===== src/rtl/ctrl_pkg.sv =====
// Shared constants, encodings and decode helpers
// for the multicycle control unit.
package ctrl_pkg;

  localparam logic [6:0] OP_R      = 7'b0110011;
  localparam logic [6:0] OP_I      = 7'b0010011;
  localparam logic [6:0] OP_LOAD   = 7'b0000011;
  localparam logic [6:0] OP_STORE  = 7'b0100011;
  localparam logic [6:0] OP_BRANCH = 7'b1100011;
  localparam logic [6:0] OP_JAL    = 7'b1101111;
  localparam logic [6:0] OP_LUI    = 7'b0110111;

  localparam logic [6:0] F7_MUL    = 7'b0000001;

  typedef enum logic [2:0] {
    ALU_ADD    = 3'd0,
    ALU_SUB    = 3'd1,
    ALU_R      = 3'd2,
    ALU_MUL    = 3'd3,
    ALU_PASS_B = 3'd4
  } alu_op_e;

  typedef enum logic [1:0] {
    ST_IDLE = 2'd0,
    ST_BUSY = 2'd1,
    ST_DONE = 2'd2
  } mul_state_e;

  typedef struct packed {
    alu_op_e alu_op;
    logic    branch;
    logic    jump;
    logic    mem_read;
    logic    mem_write;
    logic    mem_2_reg;
    logic    alu_src;
    logic    reg_write;
  } ctrl_t;

  localparam ctrl_t CTRL_NOP = '{
    alu_op:    ALU_ADD,
    branch:    1'b0,
    jump:      1'b0,
    mem_read:  1'b0,
    mem_write: 1'b0,
    mem_2_reg: 1'b0,
    alu_src:   1'b0,
    reg_write: 1'b0
  };

  function automatic logic is_legal(
    input logic [6:0] op
  );
    return (op == OP_R)      ||
           (op == OP_I)      ||
           (op == OP_LOAD)   ||
           (op == OP_STORE)  ||
           (op == OP_BRANCH) ||
           (op == OP_JAL)    ||
           (op == OP_LUI);
  endfunction

  function automatic ctrl_t decode(
    input logic [6:0] op,
    input logic [6:0] f7
  );
    ctrl_t c;
    c = CTRL_NOP;
    unique case (1'b1)
      (op == OP_R): begin
        if (f7 == F7_MUL) begin
          c.alu_op = ALU_MUL;
        end else begin
          c.alu_op    = ALU_R;
          c.reg_write = 1'b1;
        end
      end
      (op == OP_I): begin
        c.alu_src   = 1'b1;
        c.reg_write = 1'b1;
      end
      (op == OP_LOAD): begin
        c.alu_src   = 1'b1;
        c.mem_read  = 1'b1;
        c.mem_2_reg = 1'b1;
        c.reg_write = 1'b1;
      end
      (op == OP_STORE): begin
        c.alu_src   = 1'b1;
        c.mem_write = 1'b1;
      end
      (op == OP_BRANCH): begin
        c.branch = 1'b1;
        c.alu_op = ALU_SUB;
      end
      (op == OP_JAL): begin
        c.jump   = 1'b1;
        c.alu_op = ALU_SUB;
      end
      (op == OP_LUI): begin
        c.alu_src   = 1'b1;
        c.reg_write = 1'b1;
        c.alu_op    = ALU_PASS_B;
      end
      default: c = CTRL_NOP;
    endcase
    return c;
  endfunction

endpackage


===== src/rtl/mul_sequencer.sv =====
// Multiply latency sequencer: launches, counts
// down stall cycles and strobes writeback.
module mul_sequencer
  import ctrl_pkg::*;
#(
  parameter int MUL_LATENCY = 4
) (
  input  logic       clk,
  input  logic       arst_n,
  input  logic       i_mul_req,
  input  logic       i_flush,
  output mul_state_e o_state,
  output logic       o_mul_start,
  output logic       o_mul_done,
  output logic       o_stall
);

  mul_state_e r_state;
  logic [3:0] r_cnt;
  logic       w_launch;

  assign w_launch    = (r_state == ST_IDLE) &&
                       i_mul_req && !i_flush;
  assign o_state     = r_state;
  assign o_mul_start = w_launch;
  assign o_stall     = w_launch ||
                       (r_state == ST_BUSY);
  assign o_mul_done  = (r_state == ST_DONE) &&
                       !i_flush;

  // State and latency counter; flush aborts to idle
  always_ff @(posedge clk) begin
    if (!arst_n) begin
      r_state <= ST_IDLE;
      r_cnt   <= 4'd0;
    end else begin
      unique case (r_state)
        ST_IDLE: begin
          if (w_launch) begin
            if (MUL_LATENCY == 1) begin
              r_state <= ST_DONE;
              r_cnt   <= 4'd0;
            end else begin
              r_state <= ST_BUSY;
              r_cnt   <= 4'(MUL_LATENCY - 1);
            end
          end
        end
        ST_BUSY: begin
          if (i_flush) begin
            r_state <= ST_IDLE;
            r_cnt   <= 4'd0;
          end else if (r_cnt <= 4'd1) begin
            r_state <= ST_DONE;
            r_cnt   <= 4'd0;
          end else begin
            r_cnt <= r_cnt - 4'd1;
          end
        end
        ST_DONE: begin
          r_state <= ST_IDLE;
          r_cnt   <= 4'd0;
        end
        default: begin
          r_state <= ST_IDLE;
          r_cnt   <= 4'd0;
        end
      endcase
    end
  end

endmodule


===== src/rtl/multicycle_control_unit.sv =====
// Decode-stage control unit with a multi-cycle
// multiply sequencer and sticky illegal flag.
module multicycle_control_unit
  import ctrl_pkg::*;
#(
  parameter int MUL_LATENCY = 4,
  parameter int ALU_OP_W    = 3
) (
  input  logic                clk,
  input  logic                arst_n,
  input  logic                valid_in,
  input  logic                flush,
  input  logic [6:0]          opcode,
  input  logic [6:0]          funct7,
  output logic [ALU_OP_W-1:0] alu_op,
  output logic                branch,
  output logic                jump,
  output logic                mem_read,
  output logic                mem_write,
  output logic                mem_2_reg,
  output logic                alu_src,
  output logic                reg_write,
  output logic                mul_start,
  output logic                mul_done,
  output logic                stall,
  output logic                illegal_op
);

  mul_state_e w_state;
  ctrl_t      w_dec;
  ctrl_t      w_ctrl;
  logic       w_legal;
  logic       w_mul_req;
  logic       r_illegal;

  assign w_dec     = decode(opcode, funct7);
  assign w_legal   = is_legal(opcode);
  assign w_mul_req = valid_in &&
                     (opcode == OP_R) &&
                     (funct7 == F7_MUL);

  mul_sequencer #(
    .MUL_LATENCY (MUL_LATENCY)
  ) u_seq (
    .clk         (clk),
    .arst_n      (arst_n),
    .i_mul_req   (w_mul_req),
    .i_flush     (flush),
    .o_state     (w_state),
    .o_mul_start (mul_start),
    .o_mul_done  (mul_done),
    .o_stall     (stall)
  );

  // Only idle decodes; busy/done show the multiply
  always_comb begin
    w_ctrl = CTRL_NOP;
    unique case (w_state)
      ST_IDLE: begin
        if (valid_in) begin
          w_ctrl = w_dec;
          if (flush) begin
            w_ctrl.reg_write = 1'b0;
            w_ctrl.mem_write = 1'b0;
          end
        end
      end
      ST_BUSY: begin
        w_ctrl.alu_op = ALU_MUL;
      end
      ST_DONE: begin
        w_ctrl.alu_op    = ALU_MUL;
        w_ctrl.reg_write = !flush;
      end
      default: w_ctrl = CTRL_NOP;
    endcase
  end

  assign alu_op    = ALU_OP_W'(w_ctrl.alu_op);
  assign branch    = w_ctrl.branch;
  assign jump      = w_ctrl.jump;
  assign mem_read  = w_ctrl.mem_read;
  assign mem_write = w_ctrl.mem_write;
  assign mem_2_reg = w_ctrl.mem_2_reg;
  assign alu_src   = w_ctrl.alu_src;
  assign reg_write = w_ctrl.reg_write;

  // Sticky flag for undecodable opcodes issued in idle
  always_ff @(posedge clk) begin
    if (!arst_n) begin
      r_illegal <= 1'b0;
    end else if ((w_state == ST_IDLE) && valid_in &&
                 !flush && !w_legal) begin
      r_illegal <= 1'b1;
    end
  end

  assign illegal_op = r_illegal;

endmodule


===== config.mk =====
export PLATFORM = sky130hd
export DESIGN_NAME = multicycle_control_unit
export DESIGN_NICKNAME = d
export VERILOG_FILES = /design/src/rtl/ctrl_pkg.sv /design/src/rtl/mul_sequencer.sv /design/src/rtl/multicycle_control_unit.sv
export SDC_FILE = /design/constraint.sdc
export NUM_CORES = 1
export LEC_CHECK = 0
export BUFFER_PORTS_ARGS = -buffer_cell sky130_fd_sc_hd__buf_2
export CELL_PAD_IN_SITES_DETAIL_PLACEMENT = 1
export CELL_PAD_IN_SITES_GLOBAL_PLACEMENT = 1
export CORE_ASPECT_RATIO = 0.6
export CORE_MARGIN = 5
export CORE_UTILIZATION = 30
export CTS_BUF_LIST = sky130_fd_sc_hd__clkbuf_16
export DETAILED_ROUTE_END_ITERATION = 8
export GPL_TIMING_DRIVEN = 0
export PLACE_DENSITY = 0.78
export SLEW_MARGIN = 20
export SYNTH_ARGS = -nofsm -noshare
export SYNTH_HDL_FRONTEND = slang
export SYNTH_HIERARCHICAL = 1
export SYNTH_SLANG_ARGS = --single-unit
export TNS_END_PERCENT = 50

===== constraint.sdc =====
create_clock -name clk -period 3 [get_ports clk]
set_clock_uncertainty 0.2 [all_clocks]
set_input_delay 0.6 -clock clk [delete_from_list [all_inputs] [get_ports clk]]
set_output_delay 0.6 -clock clk [all_outputs]
set_load 0.01 [all_outputs]

# Yosys cells after proc, flatten, opt, wreduce, memory -nomap -nowiden
# Index checks and enable logic that the tools add are counted.
dict set report word_totals {
  register_bits 7
  in_bits 18
  wordCells 63
}
dict set report classes {
  n_addsub 1
  n_lt_le_gt_ge 1
  n_eq_ne 12
  mux 23
  reduce_logical 23
}
# op n
set op_table {}
lappend op_table {{$eq A7 B6 Y1 const B} 3}
lappend op_table {{$eq A7 B7 Y1 const B} 2}
lappend op_table {{$mux W4} 3}
lappend op_table {{$mux W10} 1}
lappend op_table {{$mux W1} 9}
lappend op_table {{$pmux W3 S3} 1}
lappend op_table {{$logic_and A1 B1 Y1} 8}
lappend op_table {{$pmux W4 S2} 1}
lappend op_table {{$eq A7 B1 Y1 const B} 1}
lappend op_table {{$eq A7 B2 Y1 const B} 1}
lappend op_table {{$eq A7 B5 Y1 const B} 1}
lappend op_table {{$logic_or A1 B1 Y1} 7}
lappend op_table {{$mux W2} 3}
lappend op_table {{$mux W6} 1}
lappend op_table {{$pmux W3 S2} 1}
lappend op_table {{$le A4 B1 Y1 const B} 1}
lappend op_table {{$pmux W1 S2} 2}
lappend op_table {{$pmux W2 S2} 1}
lappend op_table {{$reduce_or A2 Y1} 2}
lappend op_table {{$reduce_or A4 Y1} 1}
lappend op_table {{$sub A4 B1 Y4 const B} 1}
lappend op_table {{$ne A3 B3 Y1 const B} 1}
lappend op_table {{$reduce_or A3 Y1} 1}
lappend op_table {{$eq A2 B1 Y1 const B} 1}
lappend op_table {{5 further kinds} 6}

# Logic depth before layout (Yosys ltp)
# Gate-level depths: netlist of run 1.
dict set report depth {
  ltp_word 9
  mapped_depth 7
}

# By module
# Netlist of run 1, hierarchy kept.
# mod instances cells_per_inst area_per_inst_um2
set modules_own_cells {}
lappend modules_own_cells {mul_sequencer 1 42 366.6}
lappend modules_own_cells {multicycle_control_unit 1 51 322.8}

# Worst setup path after synthesis of run 1
# Ideal clock, no wire load.
dict set report synth_timing {
  kind {input-to-output}
  start {input port opcode[2]}
  end {output port mul_start}
  arrival_time_ps 1893
  path_slack_ps 307
  path_stages 7
  path_buffers 1
  cell_sequence {clkbuf_1 -> nand4bb_1 -> nor3_1 -> and3_1 -> nor2b_1 -> nand2_1 -> inv_1}
}
dict set report synth_between {
  elab_chain_cells 5
}
# item line_no
set synth_lines {}
lappend synth_lines {{start, declared} multicycle_control_unit.sv:13} ;# input logic [6:0] opcode,
lappend synth_lines {{$eq A7 B6 Y1} multicycle_control_unit.sv:39} ;# (opcode == OP_R) &&
lappend synth_lines {{$logic_and A1 B1 Y1} multicycle_control_unit.sv:38} ;# assign w_mul_req = valid_in &&
lappend synth_lines {{$logic_and A1 B1 Y1} multicycle_control_unit.sv:39}
lappend synth_lines {{net w_mul_req} multicycle_control_unit.sv:33} ;# logic w_mul_req;
lappend synth_lines {{$logic_and A1 B1 Y1} mul_sequencer.sv:22} ;# assign w_launch = (r_state == ST_IDLE) &&
lappend synth_lines {{$logic_and A1 B1 Y1} mul_sequencer.sv:23} ;# i_mul_req && !i_flush;
lappend synth_lines {{end, declared} multicycle_control_unit.sv:23} ;# output logic mul_start,
# The timed path passes the listed nets, and every way through them passes these cells.

# Worst setup path after layout of run 1
# Same ends and word-level chain as after synthesis.

==> summary.md, run 1 <==
| Metric | Value |
|---|---|
| Final cell count without fillers | `157` |
| Dpl cells | `153` |
| Endpoints failing hold | `0` |
| H-tree levels | `1` |
| Reg2Reg Setup Slack | `1250 ps` |
| First-pass GRT wire length | `3.79 mm` |
| Yosys warns | `6` |
| Startpoint types | `primary input` |
| Synth Net Count | `116` |
| Total core area | `0.00218 mm²` |
| Starting Density | `31.6%` |
| Post-synthesis cell type count | `35` |
| Hold crit path type | `reg -> reg` |
| Max transition margin | `71.4%` |
| WL final | `2.33 mm` |
| Grt total ovfl | `0` |
| Die W | `71.9 µm` |
| Drt drc | `0` |
| Total number of vias | `815` |
| Reg clk slew, reported paths | `40 ps` |
| Rows | `13` |
| Seq cells post-synth | `7` |
| Max Cap Violations | `0` |
| Sequential area share after synthesis | `20.3%` |
| Crit-path slowest cell | `nand4bb_4` |
| Post-Synthesis Cells | `93` |
| Fmax achieved | `348 MHz` |
| Fillers | `287` |
| Fin. max-slew vios | `0` |
| WP data arrival | `2070 ps` |
| Crit-path max cell delay | `320 ps` |
| Drt via density | `5.19` |
| Leakage | `0.453 nW` |
| Routed WL per cell | `14.8 µm` |
| Post-Syn Area | `689 µm²` |
| Fin worst setup slack | `129 ps` |
| Mean Syn Cell Area | `7.41 µm²` |
| Final GP Congestion | `0.812` |
| Async set-reset flop share out of synthesis | `0%` |
| CTS Buffer Depth | `2` |
| IO Pins | `32` |
| Post-cts hold buffer count | `0` |
| Final Cell Area | `987 µm²` |
| GR Util All Layers | `15.0%` |
| Worst-skew pair later-pin latency | `230 ps` |
| Synthesis-to-layout area growth | `43.2%` |
| Minimum clock period | `2870 ps` |
| CTS Root Cell | `clkbuf_16` |
| Post-synth EDFFs | `0` |
| Hpwl dp | `1.87 mm` |
| RSZ-0062 raised after global routing | `no` |
| Sw power | `77.8 µW` |
| N_diodes | `0` |
| Nets@finish | `151` |
| Layout cell share with drive strength beyond 1 | `35.4%` |
| Worst slew pin tran | `426 ps` |
| Port bufs | `30` |
| Switching Fraction | `21.4%` |
| Vias in the first global route | `807` |
| Clock buffer count from CTS | `3` |
| Area after DPL | `877 µm²` |
| Critical-path maximum fanout | `8` |
| Internal Power | `286 µW` |
| Clock Sink Count | `7` |
| Die area | `0.00339 mm²` |
| Setup CP Type | `in -> out` |
| Post-CTS setup buffers | `0` |
| Largest net degree at the start of global routing | `9` |
| Drt pass-1 iters | `4` |
| Worst setup EP type | `output port` |
| Power per Cell Area | `369 mW/mm²` |
| Fin util | `45.3%` |
| CTS tree | `yes` |
| Final cycle utilization of the critical path | `95.7%` |
| Main flop type after synthesis | `dfxtp_1` |
| Die Y | `47.1 µm` |
| Pre-CTS setup slack | `-129 ps` |
| Reg power frac | `26.1%` |
| Comb pwr share | `11.7%` |
| VDD IR max | `142 µV` |
| Iteration-0 DRC Markers | `19` |
| Outcome | `completed` |
| Critical path cell sequence | `clkbuf_1 > nand4bb_4 > nor3_4 > and3_2 > nor2b_2 > nand2_1 > inv_1 > buf_2` |
| Req. time, crit path | `2200 ps` |
| Final setup fails | `0` |
| Final TNS setup | `0 ps` |
| Initial antenna violation count | `0` |
| Final antenna-violating net count | `0` |
| Clock power share | `62.3%` |
[layer usage]
metal	up-vias	part of all wire, %	wire, µm	track usage [%]
met1	385	50	1170	19.6
met5	-	0	0	0
met2	19	44	1030	23.7
li1	406	-	-	-
met4	0	1.3	31	6.74
met3	5	4.4	102	4.06
[sequential cells by signal, summed over array words and instances (netlist names)]
register and count:
u_seq/o_state 2, illegal_op 1, u_seq/r_cnt 4
[path summary, 6_finish.rpt]
path	depth (start not counted)	to	start
max reg2reg	6	illegal_op	u_seq/o_state[0]
min	1	illegal_op	illegal_op
max	8	mul_start	opcode[2]
min reg2reg	1	illegal_op	illegal_op
[cell usage in the layout (no fill, tap or decap), types with 2 or more instances in the layout]
master	count
a21oi_1	6
buf_2	30
nor3_1	3
o31ai_2	2
inv_1	13
dfxtp_1	7
nand4_1	4
clkbuf_1	2
o311ai_1	2
and3_1	3
nor2_1	7
ha_1	5
o22ai_1	2
nand2_1	6
clkbuf_16	3
o21ai_0	3
nand3_1	4
xnor2_1	2
nor4_1	3
[synth_stat cells (all sizes together), types with 3 or more instances]
library cell / number / share of area (%)
nand4: 4 / 3.6
o21ai: 3 / 2.2
ha: 5 / 9.1
nand3: 4 / 2.9
dfxtp: 7 / 20
and3: 4 / 3.6
nor2: 7 / 3.8
nor4: 3 / 2.7
inv: 12 / 6.5
nand2: 6 / 3.3
a21oi: 6 / 4.4
nor3: 4 / 2.9
[timing repair]
item	4_1_cts	5_1_grt
endpoints found under the hold margin	0	0
setup endpoints to repair	2	1
gates resized for setup	3	3
pin swaps	0	0
[cell type report]
type,count,area (µm²),share of cell area (%)
well taps,30,37.5,3.80
repair buffers,30,150,15.2
inverters,12,45.0,4.56
multi-input cells,71,520,52.7
flip-flops and latches,7,140,14.2
clock buffers,3,75.1,7.60
clock inverters,1,3.75,0.380
plain buffers,3,15.0,1.52
[power groups by stage]
stage	combinational, mW	sequential [mW]	clock, mW
floorplan	0.0159	0.0969	0
global placement	0.0373	0.0964	0
detailed placement	0.0387	0.0964	0
CTS	0.0406	0.0950	0.230
global route	0.0467	0.0951	0.235
finish	0.0424	0.0950	0.227
[through the flow]
stage,hold slack [ps],power [mW]
6_report,271,0.364
2_1_floorplan,309,0.113
5_1_grt,302,0.376
3_3_place_gp,249,0.134
4_1_cts,269,0.366
3_5_place_dp,251,0.135
[critical path: cells and delay by family]
family	cells	cell delay [ps]
AND/OR/NAND/NOR	5	1070
buffers and inverters	3	380
[logic make-up after synthesis]
| kind of cell | synth area share [%] |
|---|---|
| buffers and inverters | 8.71 |
| AO/OA/AOI/OAI | 22.3 |
| adder cells (fa/ha/maj) | 9.07 |
| flip-flops | 20.3 |
| AND/OR/NAND/NOR | 35.8 |
| XOR/XNOR | 3.81 |
Power figures use the tool's default switching activity.
==> inputs of run 2 (changes only) <==
--- a/config.mk
+++ b/config.mk
@@ -10,11 +10,11 @@
 export CELL_PAD_IN_SITES_GLOBAL_PLACEMENT = 1
 export CORE_ASPECT_RATIO = 0.6
 export CORE_MARGIN = 5
-export CORE_UTILIZATION = 30
+export CORE_UTILIZATION = 31
 export CTS_BUF_LIST = sky130_fd_sc_hd__clkbuf_16
 export DETAILED_ROUTE_END_ITERATION = 8
 export GPL_TIMING_DRIVEN = 0
-export PLACE_DENSITY = 0.78
+export PLACE_DENSITY = 0.81
 export SLEW_MARGIN = 20
 export SYNTH_ARGS = -nofsm -noshare
 export SYNTH_HDL_FRONTEND = slang
==> run 2 against run 1 <==
Combinational power hardly changed. Worst hold slack better by 4.5 ps. Critical path depth decreased by 1. Via count increased by 5.2%. Core utilization up 0.80 points. Cell area grew 0.25%. Worst setup slack worse by 47 ps. Largest cell class unchanged.
==> summary.md, run 2 (same netlist as run 1, synthesis figures left out) <==
| Metric | Value |
|---|---|
| Req. time, crit path | `2200 ps` |
| Final cycle utilization of the critical path | `97.3%` |
| Critical-path maximum fanout | `6` |
| Fin worst setup slack | `82.2 ps` |
| Post-cts hold buffer count | `0` |
| Startpoint types | `flip-flop` |
| Drt drc | `0` |
| RR Startpoint | `u_seq/o_state[0]` |
| Final setup fails | `0` |
| Hold crit path type | `reg -> reg` |
| Final TNS setup | `0 ps` |
| Worst R2R End | `illegal_op` |
| Clock Sink Count | `7` |
| Setup CP Type | `reg -> out` |
| Initial antenna violation count | `0` |
| WL final | `2.54 mm` |
| Total power | `371 µW` |
| Outcome | `completed` |
| Nets@finish | `151` |
| Power per Cell Area | `375 mW/mm²` |
| Die area | `0.00330 mm²` |
| H-tree levels | `1` |
| First-pass GRT wire length | `3.87 mm` |
| Worst setup EP type | `output port` |
| Pre-CTS setup slack | `-10.6 ps` |
| Vias in the first global route | `815` |
| Endpoints failing hold | `0` |
| Drt via density | `5.46` |
| IO Pins | `32` |
| Top reg by flops | `u_seq/r_cnt` |
| Max transition margin | `72.6%` |
| Starting Density | `32.1%` |
| CP startpoint | `u_seq/o_state[0]` |
| Critical Path End | `alu_op[0]` |
| CTS tree | `yes` |
| Worst slew pin tran | `409 ps` |
| Rows | `13` |
| Hpwl dp | `1.99 mm` |
| Max reg flops | `4` |
| Port bufs | `30` |
| Routed WL per cell | `16.1 µm` |
| Drt pass-1 iters | `4` |
| Fin. max-slew vios | `0` |
| Synthesis-to-layout area growth | `43.6%` |
| Die Y | `46.5 µm` |
| Most frequent cells in the layout | `30 x buf_2, 12 x inv_1, 7 x nor2_1, 7 x dfxtp_1` |
| Minimum clock period | `2920 ps` |
| Total core area | `0.00215 mm²` |
| Leakage | `0.451 nW` |
| Fmax achieved | `343 MHz` |
| FF-to-FF path depth | `6` |
| Most common cell after layout, fill and taps aside | `buf_2` |
| Layout cell share with drive strength beyond 1 | `36.2%` |
| Final antenna-violating net count | `0` |
| Total number of vias | `857` |
| WP data arrival | `2120 ps` |
| N_diodes | `0` |
| VDD IR max | `158 µV` |
| Grt total ovfl | `0` |
| Final Cell Area | `990 µm²` |
| Max Cap Violations | `0` |
| GR Util All Layers | `15.1%` |
| CTS Buffer Depth | `2` |
| Worst-skew pair later-pin latency | `240 ps` |
| Clock buffer count from CTS | `3` |
| Area after DPL | `877 µm²` |
| Reg clk slew, reported paths | `40 ps` |
| Final GP Congestion | `0.868` |
| Die W | `70.9 µm` |
| CTS Root Cell | `clkbuf_16` |
| Largest net degree at the start of global routing | `9` |
| Reg2Reg Setup Slack | `1270 ps` |
| Iteration-0 DRC Markers | `29` |
==> run 2: cell types whose count changed in the layout (fill, tap and decap cells not counted), sizes merged <==
cell,before,now
inv,13,12
clkinv,0,1
==> run 2: timing repair <==
item                                    CTS  global route
gates resized for setup                   1             5
endpoints found under the setup margin    1             2
setup buffers                             0             0
pin swaps                                 0             0
==> run 2: per-stage QoR <==
stage	hold WS (ps)	instances	utilization [%]
detailed placement	251	153	40.9
global route	302	157	46.1
CTS	271	157	44.8
global placement	252	153	40.9
finish	276	157	46.1
floorplan	309	93	-
==> run 2: area by class of cell <==
| cell class | instances | area [µm²] |
|---|---|---|
| clock buffers | 3 | 75.1 |
| plain buffers | 3 | 15.0 |
| fillers | 285 | 1160 |
| multi-input cells | 71 | 522 |
| repair buffers | 30 | 150 |
| flip-flops and latches | 7 | 140 |
| inverters | 12 | 45.0 |
| clock inverters | 1 | 5.00 |
| well taps | 30 | 37.5 |
==> run 2: per-layer routing <==
| metal | wire length [µm] | global-route usage, % | vias up |
|---|---|---|---|
| met5 | 0 | 0 | - |
| met4 | 0 | 1.12 | 0 |
| met3 | 122 | 3.70 | 0 |
| met2 | 1240 | 27.1 | 25 |
| met1 | 1170 | 19.3 | 425 |
| li1 | - | - | 407 |
==> run 2: where the power goes <==
| part | internal [mW] | switching [mW] | leakage, nW |
|---|---|---|---|
| clock network | 0.176 | 0.0582 | 0.0409 |
| logic | 0.0183 | 0.0245 | 0.354 |
| registers | 0.0944 | 0.000496 | 0.0566 |
| total | 0.288 | 0.0832 | 0.451 |
==> run 2: worst min-delay path by stage <==
| stage | from | end | cells after the start |
|---|---|---|---|
| after floorplan | illegal_op | illegal_op | 1 |
| after detailed placement | illegal_op | illegal_op | 1 |
| after global placement | illegal_op | illegal_op | 1 |
| after global routing | illegal_op | illegal_op | 1 |
| final | illegal_op | illegal_op | 1 |
| after CTS | illegal_op | illegal_op | 1 |
==> run 2: worst max-delay path, cell delays in order, from the launching register on <==
cell and delay (ps):
dfxtp_1 360, inv_1 130, ha_2 250, nand2_1 80
or3_4 380, or3_1 350, a31oi_1 170, buf_2 150
==> inputs of run 3 (changes only) <==
--- a/config.mk
+++ b/config.mk
@@ -5,16 +5,18 @@
 export SDC_FILE = /design/constraint.sdc
 export NUM_CORES = 1
 export LEC_CHECK = 0
+export ABC_AREA = 1
 export BUFFER_PORTS_ARGS = -buffer_cell sky130_fd_sc_hd__buf_2
 export CELL_PAD_IN_SITES_DETAIL_PLACEMENT = 1
 export CELL_PAD_IN_SITES_GLOBAL_PLACEMENT = 1
 export CORE_ASPECT_RATIO = 0.6
 export CORE_MARGIN = 5
-export CORE_UTILIZATION = 31
+export CORE_UTILIZATION = 30
 export CTS_BUF_LIST = sky130_fd_sc_hd__clkbuf_16
 export DETAILED_ROUTE_END_ITERATION = 8
 export GPL_TIMING_DRIVEN = 0
-export PLACE_DENSITY = 0.81
+export HOLD_SLACK_MARGIN = 0.06
+export PLACE_DENSITY_LB_ADDON = 0.05
 export SLEW_MARGIN = 20
 export SYNTH_ARGS = -nofsm -noshare
 export SYNTH_HDL_FRONTEND = slang
==> run 3 against run 2 <==
Die area grew 9.3%. Global-route usage shrank 1.3 points. Core utilization shrank 4.3 points. First-iteration DRC count shrank 21%. Sequential share of layout area shrank 0.38 points. Worst setup slack gained 360 ps. Worst hold slack gained 8.1 ps. Critical path depth grew 2. Flip-flop and latch count is the same. Non-clock buffer count shrank 1. Register-to-register slack gained 180 ps.
==> summary.md, run 3 <==
| Metric | Value |
|---|---|
| Post-Syn Area | `743 µm²` |
| Post-cts hold buffer count | `0` |
| Total core area | `0.00243 mm²` |
| Die W | `74.3 µm` |
| Starting Density | `30.5%` |
| Vias in the first global route | `869` |
| Reg clk slew, reported paths | `40 ps` |
| Worst R2R End | `u_seq/r_cnt[3]` |
| Dpl cells | `192` |
| Rows | `14` |
| Critical-path maximum fanout | `3` |
| Final cell count without fillers | `196` |
| Critical path cell sequence | `buf_2 > nor3_1 > nand3_1 > nor3_1 > inv_1 > nor2_1 > nand2_1 > nand2_1 > buf_2` |
| Worst-skew pair later-pin latency | `230 ps` |
| Final GP Congestion | `0.863` |
| N_diodes | `0` |
| Final antenna-violating net count | `0` |
| Routed WL per cell | `11.8 µm` |
| Die area | `0.00361 mm²` |
| Hold path endpoint | `illegal_op` |
| Max reg flops | `4` |
| Top reg by flops | `u_seq/r_cnt` |
| Final TNS setup | `0 ps` |
| CTS Root Cell | `clkbuf_16` |
| Port bufs | `31` |
| Buf/Inv on CP | `3` |
| Area of the multi-input gates | `498 µm²` |
| Drt via density | `4.43` |
| Post-synthesis cell type count | `19` |
| Max transition margin | `76.6%` |
| Min-delay src | `illegal_op` |
| Top Family by Delay on Critical Path | `simple AND/OR/NAND/NOR gates` |
| Iteration-0 DRC Markers | `23` |
| Fin. max-slew vios | `0` |
| Seq cells post-synth | `7` |
| CTS Buffer Depth | `2` |
| Post-synth EDFFs | `0` |
| GR Util All Layers | `13.7%` |
| Synth Net Count | `152` |
| Post-Synthesis Cells | `129` |
| FF-to-FF path depth | `7` |
| Hold crit path type | `reg -> reg` |
| WL final | `2.31 mm` |
| Main flop type after synthesis | `dfxtp_1` |
| Most common cell after layout, fill and taps aside | `buf_2` |
| Hpwl dp | `2.04 mm` |
| Fin worst setup slack | `444 ps` |
| Clock buffer count from CTS | `3` |
| Largest cells by area after synthesis | `dfxtp_1 19%, nand2_1 15%, inv_1 11%` |
| Cell depth of the worst hold path | `2` |
| Crit-path max cell delay | `230 ps` |
| Reg2Reg Setup Slack | `1450 ps` |
| WP data arrival | `1760 ps` |
| Commonest cells post-synth | `29 x nand2_1, 22 x inv_1, 21 x nor2_1` |
| Startpoint types | `primary input` |
| Crit-path slowest cell | `nor3_1` |
| Largest net degree at the start of global routing | `9` |
| Fillers | `355` |
| Minimum clock period | `2560 ps` |
| Final cycle utilization of the critical path | `85.2%` |
| Nets@finish | `188` |
| Area share of the largest cell type after synthesis | `18.9%` |
| Total number of vias | `869` |
| Power per Cell Area | `360 mW/mm²` |
| RSZ-0062 raised after global routing | `no` |
| Async set-reset flop share out of synthesis | `0%` |
| Mean Syn Cell Area | `5.76 µm²` |
| FF/Latch Area | `140 µm²` |
| Most frequent cells in the layout | `31 x buf_2, 29 x nand2_1, 23 x inv_1` |
| Initial antenna violation count | `0` |
| Fmax achieved | `391 MHz` |
| Die Y | `48.6 µm` |
| Layout cell share with drive strength beyond 1 | `33.5%` |
| WP depth | `9` |
| VDD IR max | `194 µV` |
| First-pass GRT wire length | `3.86 mm` |
| Synthesis-to-layout area growth | `36.9%` |
| H-tree levels | `1` |
| IO Pins | `32` |
| Leakage | `0.572 nW` |
| Post-CTS setup buffers | `0` |
| Post-synth top area cell | `dfxtp_1` |
| Drt drc | `0` |
| Req. time, crit path | `2200 ps` |
| Yosys warns | `6` |
| Final setup fails | `0` |
| Worst setup EP type | `output port` |
| Top-count cell post-synth | `nand2_1` |
| RR Startpoint | `u_seq/r_cnt[0]` |
| Worst slew pin tran | `349 ps` |
| Max Cap Violations | `0` |
| CTS resizes | `0` |
| Outcome | `completed` |
| Pre-CTS setup slack | `419 ps` |
| CTS tree | `yes` |
| Endpoints failing hold | `0` |
| Grt total ovfl | `0` |
| Drt pass-1 iters | `6` |
| Sequential area share after synthesis | `18.9%` |
| Clock Sink Count | `7` |
| Setup CP Type | `in -> out` |
==> run 3: cell count changes after synthesis, moves of 6 or more <==
cell / before / now
nor2_1: 7 / 21
inv_1: 12 / 22
nand2_2: 0 / 6
nand2_1: 6 / 29
nand3_1: 4 / 10
==> run 3: where the power goes <==
part,internal (mW),leakage (nW),switching [mW]
Sequential,0.0945,0.0566,0.000445
Combinational,0.0163,0.474,0.0266
Clock,0.174,0.0423,0.0545
==> run 3: worst max path at each step <==
| stage | startpoint | slack (ps) | endpoint |
|---|---|---|---|
| 3_5_place_dp | funct7[5] | 420 | stall |
| 5_1_grt | funct7[5] | 250 | stall |
| 3_3_place_gp | funct7[5] | 470 | stall |
| 6_report | funct7[5] | 440 | stall |
| 2_1_floorplan | funct7[5] | 800 | stall |
| 4_1_cts | funct7[5] | 410 | stall |
==> run 3: final cells by class <==
type	instances	share of cell area, %
multi-input combinational	95	49.0
inverter	26	9.59
buffer	1	0.738
sequential	7	13.8
clock buffer	3	7.38
timing repair buffer	31	15.3
clock inverter	1	0.369
tap	32	3.94
==> run 3: layer usage <==
layer	part of all wire (%)	vias up	global-route usage [%]	wire (µm)
li1	-	462	-	-
met1	52	381	20.1	1210
met2	40	26	19.0	926
met3	7.5	0	3.93	173
met4	0	0	4.44	0
met5	0	-	0	0
==> run 3: per-stage QoR <==
stage               power, mW  area [µm²]  utilization [%]  hold WS [ps]
floorplan               0.118         743                -           303
global placement        0.138         938             38.5           253
detailed placement      0.140         938             38.5           285
CTS                     0.374        1020             41.8           295
global route            0.383        1020             41.8           315
finish                  0.366        1020             41.8           284
==> run 3: logic make-up (layout without fill, tap and decap cells) <==
logic type / after synthesis / after routing / share of synthesized area, %
AOI/OAI and AO/OA: 8 / 8 / 5.89
buffers and inverters: 27 / 62 / 14.1
DFF: 7 / 7 / 18.9
and+or+nand+nor: 82 / 82 / 52.7
adders and majority gates: 5 / 5 / 8.42
==> run 3: worst register-to-register path: cells and delay by family (launching register included) <==
kind / cells / cell delay [ps]
AO/OA/AOI/OAI: 1 / 230
adder cells (fa/ha/maj): 1 / 250
buffers and inverters: 1 / 110
flip-flops: 1 / 370
AND/OR/NAND/NOR: 4 / 320
